<file path="config.mk">
export PLATFORM = sky130hd
export DESIGN_NAME = ram_sp_req_port
export DESIGN_NICKNAME = d
export VERILOG_FILES = /design/src/rtl/ram_pkg.sv /design/src/rtl/ram_rsp_fifo.sv /design/src/rtl/ram_sp_req_port.sv
export SDC_FILE = /design/constraint.sdc
export NUM_CORES = 1
export LEC_CHECK = 0
export BUFFER_PORTS_ARGS = -buffer_cell sky130_fd_sc_hd__buf_2
export CORE_MARGIN = 5
export CORE_UTILIZATION = 51
export CTS_BUF_LIST = sky130_fd_sc_hd__clkbuf_4
export CTS_CLUSTER_DIAMETER = 150
export DETAILED_ROUTE_END_ITERATION = 10
export PLACE_DENSITY = 0.86
export SYNTH_ARGS = -nofsm -noshare
export SYNTH_HDL_FRONTEND = slang
export SYNTH_SLANG_ARGS = --single-unit
</file>
<file path="constraint.sdc">
create_clock -name clk -period 5.9 [get_ports clk]
set_clock_uncertainty 0.1 [all_clocks]
set_input_delay 1.18 -clock clk [delete_from_list [all_inputs] [get_ports clk]]
set_output_delay 1.18 -clock clk [all_outputs]
set_load 0.02 [all_outputs]
</file>
<file path="src/rtl/ram_pkg.sv">
// ram_pkg: shared address-width helper and request record for the RAM front end
package ram_pkg;
  localparam int DATA_W_DEF = 32;
  localparam int DEPTH_DEF  = 256;
  function automatic int addr_w(input int depth);
    return (depth > 1) ? $clog2(depth) : 1;
  endfunction
  localparam int ADDR_W_DEF = addr_w(DEPTH_DEF);
  typedef struct packed {
    logic                  we;
    logic [ADDR_W_DEF-1:0] addr;
    logic [DATA_W_DEF-1:0] wdata;
  } req_t;
endpackage

</file>
<file path="src/rtl/ram_rsp_fifo.sv">
// ram_rsp_fifo: small synchronous FIFO buffering read responses
module ram_rsp_fifo #(
  parameter int DATA_W    = 32,
  parameter int RSP_DEPTH = 2,
  localparam int CNT_W    = $clog2(RSP_DEPTH + 1),
  localparam int PTR_W    = (RSP_DEPTH > 1) ? $clog2(RSP_DEPTH) : 1
) (
  input  logic              clk,
  input  logic              rst,
  input  logic              i_push,
  input  logic              i_pop,
  input  logic [DATA_W-1:0] i_wdata,
  output logic [CNT_W-1:0]  o_count,
  output logic [DATA_W-1:0] o_head
);
  localparam logic [PTR_W-1:0] LAST = PTR_W'(RSP_DEPTH - 1);
  logic [DATA_W-1:0] r_mem [RSP_DEPTH];
  logic [PTR_W-1:0]  r_wr_ptr, r_rd_ptr;
  logic [CNT_W-1:0]  r_count;
  always_ff @(posedge clk or posedge rst) begin
    if (rst) begin
      r_wr_ptr <= '0;
      r_rd_ptr <= '0;
      r_count  <= '0;
    end else begin
      if (i_push) r_wr_ptr <= (r_wr_ptr == LAST) ? '0 : r_wr_ptr + 1'b1;
      if (i_pop) r_rd_ptr <= (r_rd_ptr == LAST) ? '0 : r_rd_ptr + 1'b1;
      r_count <= r_count + CNT_W'(i_push) - CNT_W'(i_pop);
    end
  end
  always_ff @(posedge clk) begin
    if (i_push) r_mem[r_wr_ptr] <= i_wdata;
  end
  assign o_count = r_count;
  assign o_head  = r_mem[r_rd_ptr];
endmodule

</file>
<file path="src/rtl/ram_sp_req_port.sv">
// ram_sp_req_port: valid/ready request front end for ram_sp_sync with credit-gated,
// in-order buffered read responses
module ram_sp_req_port
  import ram_pkg::*;
#(
  parameter int DATA_W    = 32,
  parameter int DEPTH     = 256,
  parameter int RSP_DEPTH = 2,
  localparam int ADDR_W   = addr_w(DEPTH)
) (
  input  logic              clk,
  input  logic              rst,
  input  logic              req_valid_i,
  output logic              req_ready_o,
  input  logic              req_we_i,
  input  logic [ADDR_W-1:0] req_addr_i,
  input  logic [DATA_W-1:0] req_wdata_i,
  output logic              rsp_valid_o,
  input  logic              rsp_ready_i,
  output logic [DATA_W-1:0] rsp_rdata_o,
  output logic              mem_wen_o,
  output logic [ADDR_W-1:0] mem_addr_o,
  output logic [DATA_W-1:0] mem_wdata_o,
  input  logic [DATA_W-1:0] mem_rdata_i
);
  localparam int CNT_W = $clog2(RSP_DEPTH + 1);
  logic             r_inflight;
  logic [CNT_W-1:0] w_count;
  logic             w_acc, w_pop, w_credit;
  // a slot is reserved for every read in flight, so the FIFO can never overflow
  assign w_pop       = rsp_valid_o & rsp_ready_i;
  assign w_credit    = (int'(w_count) + int'(r_inflight)) < RSP_DEPTH;
  assign req_ready_o = !rst & (w_credit | w_pop);
  assign w_acc       = req_valid_i & req_ready_o;
  assign mem_addr_o  = req_addr_i;
  assign mem_wdata_o = req_wdata_i;
  assign mem_wen_o   = w_acc & req_we_i;
  assign rsp_valid_o = w_count != '0;
  always_ff @(posedge clk or posedge rst) begin
    if (rst) r_inflight <= 1'b0;
    else     r_inflight <= w_acc & !req_we_i;
  end
  ram_rsp_fifo #(.DATA_W(DATA_W), .RSP_DEPTH(RSP_DEPTH)) u_fifo (
    .clk     (clk),
    .rst     (rst),
    .i_push  (r_inflight),
    .i_pop   (w_pop),
    .i_wdata (mem_rdata_i),
    .o_count (w_count),
    .o_head  (rsp_rdata_o)
  );
endmodule
</file>
==> reports/results.tsv <==
stage	metric	value	unit
status	status	finished clean	
cells_and_area	post-route-util	0.5486	
timing	slew_headroom	0.3182	
pwr	peakVddDrop	268.3	uV
clock_tree	clkLatencyLatePin	0.37	ns
timing	min_period	3.279	ns
synth	yosysTopAreaCell	edfxtp_1	
drt	drt_iter0_drc	32	
worst_setup_path	required	4.62	ns
worst_setup_path	critical_path.max_stage_delay	1.05	ns
worst_setup_path	critPathSlowestCell	dfrtp_2	
clock_tree	h-tree-depth	3	
clock_tree	clk_path_buf_depth	2	
floorplanning	die_y	86.75	um
worst_setup_path	crit_chain	mux2_2 -> buf_2	
placement	place_area	0.003092	mm^2
cells_and_area	nets	280	
worst_setup_path	worstSetupPathType	reg2out	
job	drv_cap	0	
synth	syn_nets	242	
cells_and_area	antenna_cells	0	
synth	ys_warn_count	0	
synth	yosys-top-cells-count	edfxtp_1 (64), buf_4 (40), mux2_4 (29), dfrtp_1 (5)	
timing	timing.final.crit_share	0.5557	
drt	drc	0	
placement	port-buffer-count	71	
synth	synth-seq-cells	69	
cells_and_area	fill_cells	494	
placement	gp_congestion	0.6653	
synth	synthTopCellsByArea	edfxtp_1 (64%), mux2_4 (14%), buf_4 (10%)	
cells_and_area	fin_area	0.003191	mm^2
pwr	p_per_area	380.9	mW/mm^2
floorplanning	die-area	0.007526	mm^2
synth	yosysUniqueCellTypes	20	
drt	dr.pass1.iters	4	
clock_tree	cts-root-buf	clkbuf_4	
synth	avgSynthCellArea	18.32	um^2
timing	hold_violations	0	
global_route	grt_pass1_wl	6.975	mm
worst_setup_path	cp_max_fo	33	
timing	worst_pin_slew	1.023	ns
global_route	antenna_found_initial	0	
synth	synth-main-ff-cell	edfxtp_1	
global_route	grt-ovfl-total	0	
timing	slew_violations	0	
synth	synth.most_common_cell	edfxtp_1	
floorplanning	start_util	0.5166	
clock_tree	cts_buffers	9	
clock_tree	post-cts-setup-buffers	0	
clock_tree	path_clk_slew	0.10	ns
timing	fin_setup_tns	0	ns
synth	yosysSeqAreaShare	0.6814	
floorplanning	core-area	0.005816	mm^2
timing	setup_violations	0	
worst_setup_path	worst_setup_path_start_kind	flip-flop	
clock_tree	cts_resized	0	
drt	vias_per_cell	4.865	
synth	yosysTopAreaCellShare	0.6397	
clock_tree	clkSinkCount	69	
hold_path	min_path_type	reg2reg	
cells_and_area	seqCellArea	0.002048	mm^2
global_route	grt_usage	0.1244	
timing	rsz0062_at_grt	false	
timing	fmax	0.3050	GHz
synth	synth_edf_count	64	
floorplanning	io-pin-count	152	
worst_setup_path	critPathCaptureType	output port	
clock_tree	tritoncts	yes	
floorplanning	rows	28	
placement	place_hpwl	2.985	mm
cells_and_area	area_growth_syn_to_layout	6.206	%
clock_tree	cts_hold_buf	0	
synth	postSynthCellCount	164	
drt	vias	1367	
floorplanning	die_w	86.75	um
global_route	first_global_vias	1490	
pwr	leakage	1.296	nW
drt	wl_per_cell	15.45	um
worst_setup_path	cp.arrival	2.00	ns
synth	ys_async_sr_fraction	0.07246	
placement	placed_cells	266	
cells_and_area	stdcell_count	281	
synth	synth_area	0.003004	mm^2
global_route	grt_max_degree	34	
drt	finalWirelength	4.341	mm
drt	drtAntennaViolNets	0	
cells_and_area	multi_input_area	583.1	um^2
cells_and_area	layout-drive-gt1-share	0.5777	
==> placed cells by master (no fill, tap or decap), types with 3 or more instances in the layout <==
| cell | instances |
|---|---|
| nand2_1 | 3 |
| edfxtp_1 | 64 |
| inv_1 | 3 |
| mux2_4 | 29 |
| dfrtp_1 | 4 |
| buf_2 | 71 |
| mux2_2 | 3 |
| clkinv_1 | 3 |
| clkbuf_4 | 11 |
==> state kept, by name, indices dropped and copies added, names as in the netlist <==
name and flops:
u_fifo.r_mem 64, u_fifo.o_count 2, r_inflight 1, u_fifo.r_rd_ptr 1
u_fifo.r_wr_ptr 1
==> area by class of cell <==
type	instances	share of cell area
Clock inverter	4	0.005098
Sequential cell	69	0.6420
Clock buffer	11	0.02588
Multi-Input combinational cell	48	0.1827
Inverter	3	0.003529
Tap cell	75	0.02941
Timing Repair Buffer	71	0.1114
==> per-layer routing <==
metal	GRT usage	vias up	wire length, um
li1	-	635	-
met1	0.1330	663	1631
met2	0.2163	61	2234
met3	0.04943	8	410
met4	0.05524	0	65
met5	0	-	0
==> where the power goes <==
group | switching, W | internal [W] | leakage [nW] | total [W]
Sequential | 0.0000726 | 0.000571 | 0.644 | 0.000644
Combinational | 0.000153 | 0.000189 | 0.593 | 0.000342
Clock | 0.000140 | 0.0000895 | 0.0592 | 0.000229
Total | 0.000365 | 0.000850 | 1.30 | 0.00122
==> kinds of logic (layout without fill, tap and decap cells) <==
logic type                 count (synthesis)  in the layout  synth area share
adders and majority gates                  1              1          0.004164
AOI/OAI and AO/OA                          3              3          0.004996
and+or+nand+nor                            8              8           0.01375
DFF                                       69             69            0.6814
buffers and inverters                     47             89            0.1274
muxes                                     33             33            0.1595
xor gates and xnor gates                   3              3          0.008748
==> critical path: cells and delay by family, from the launching register on <==
| kind | cells | cell delay (ns) |
|---|---|---|
| buffers and inverters | 1 | 0.16 |
| DFF | 1 | 1.05 |
| muxes | 1 | 0.41 |
==> stage by stage <==
step                worst slack [ns]  hold WS, ns   power, W
finish                         2.621       0.4400   0.001215
global route                   2.465       0.4688   0.001284
CTS                            2.542       0.4408   0.001238
detailed placement             2.652       0.4354   0.001005
global placement               2.739       0.4214  0.0009963
floorplan                      2.826       0.3531  0.0009849
==> path summary, 6_finish.rpt <==
kind	startpoint	to	slack [ns]	depth (start not counted)
hold reg to reg	r_inflight	u_fifo.r_wr_ptr	0.44	1
max in group asynchronous	rst	u_fifo.r_rd_ptr	4.90	2
setup / recovery	u_fifo.r_rd_ptr	rsp_rdata_o[13]	2.62	2
hold / removal	r_inflight	u_fifo.r_wr_ptr	0.44	1
setup reg to reg	r_inflight	u_fifo.r_mem[0][7]	4.22	1
min in group asynchronous	rst	u_fifo.r_wr_ptr	0.59	2
No activity file was read; power rests on OpenSTA's default activity.
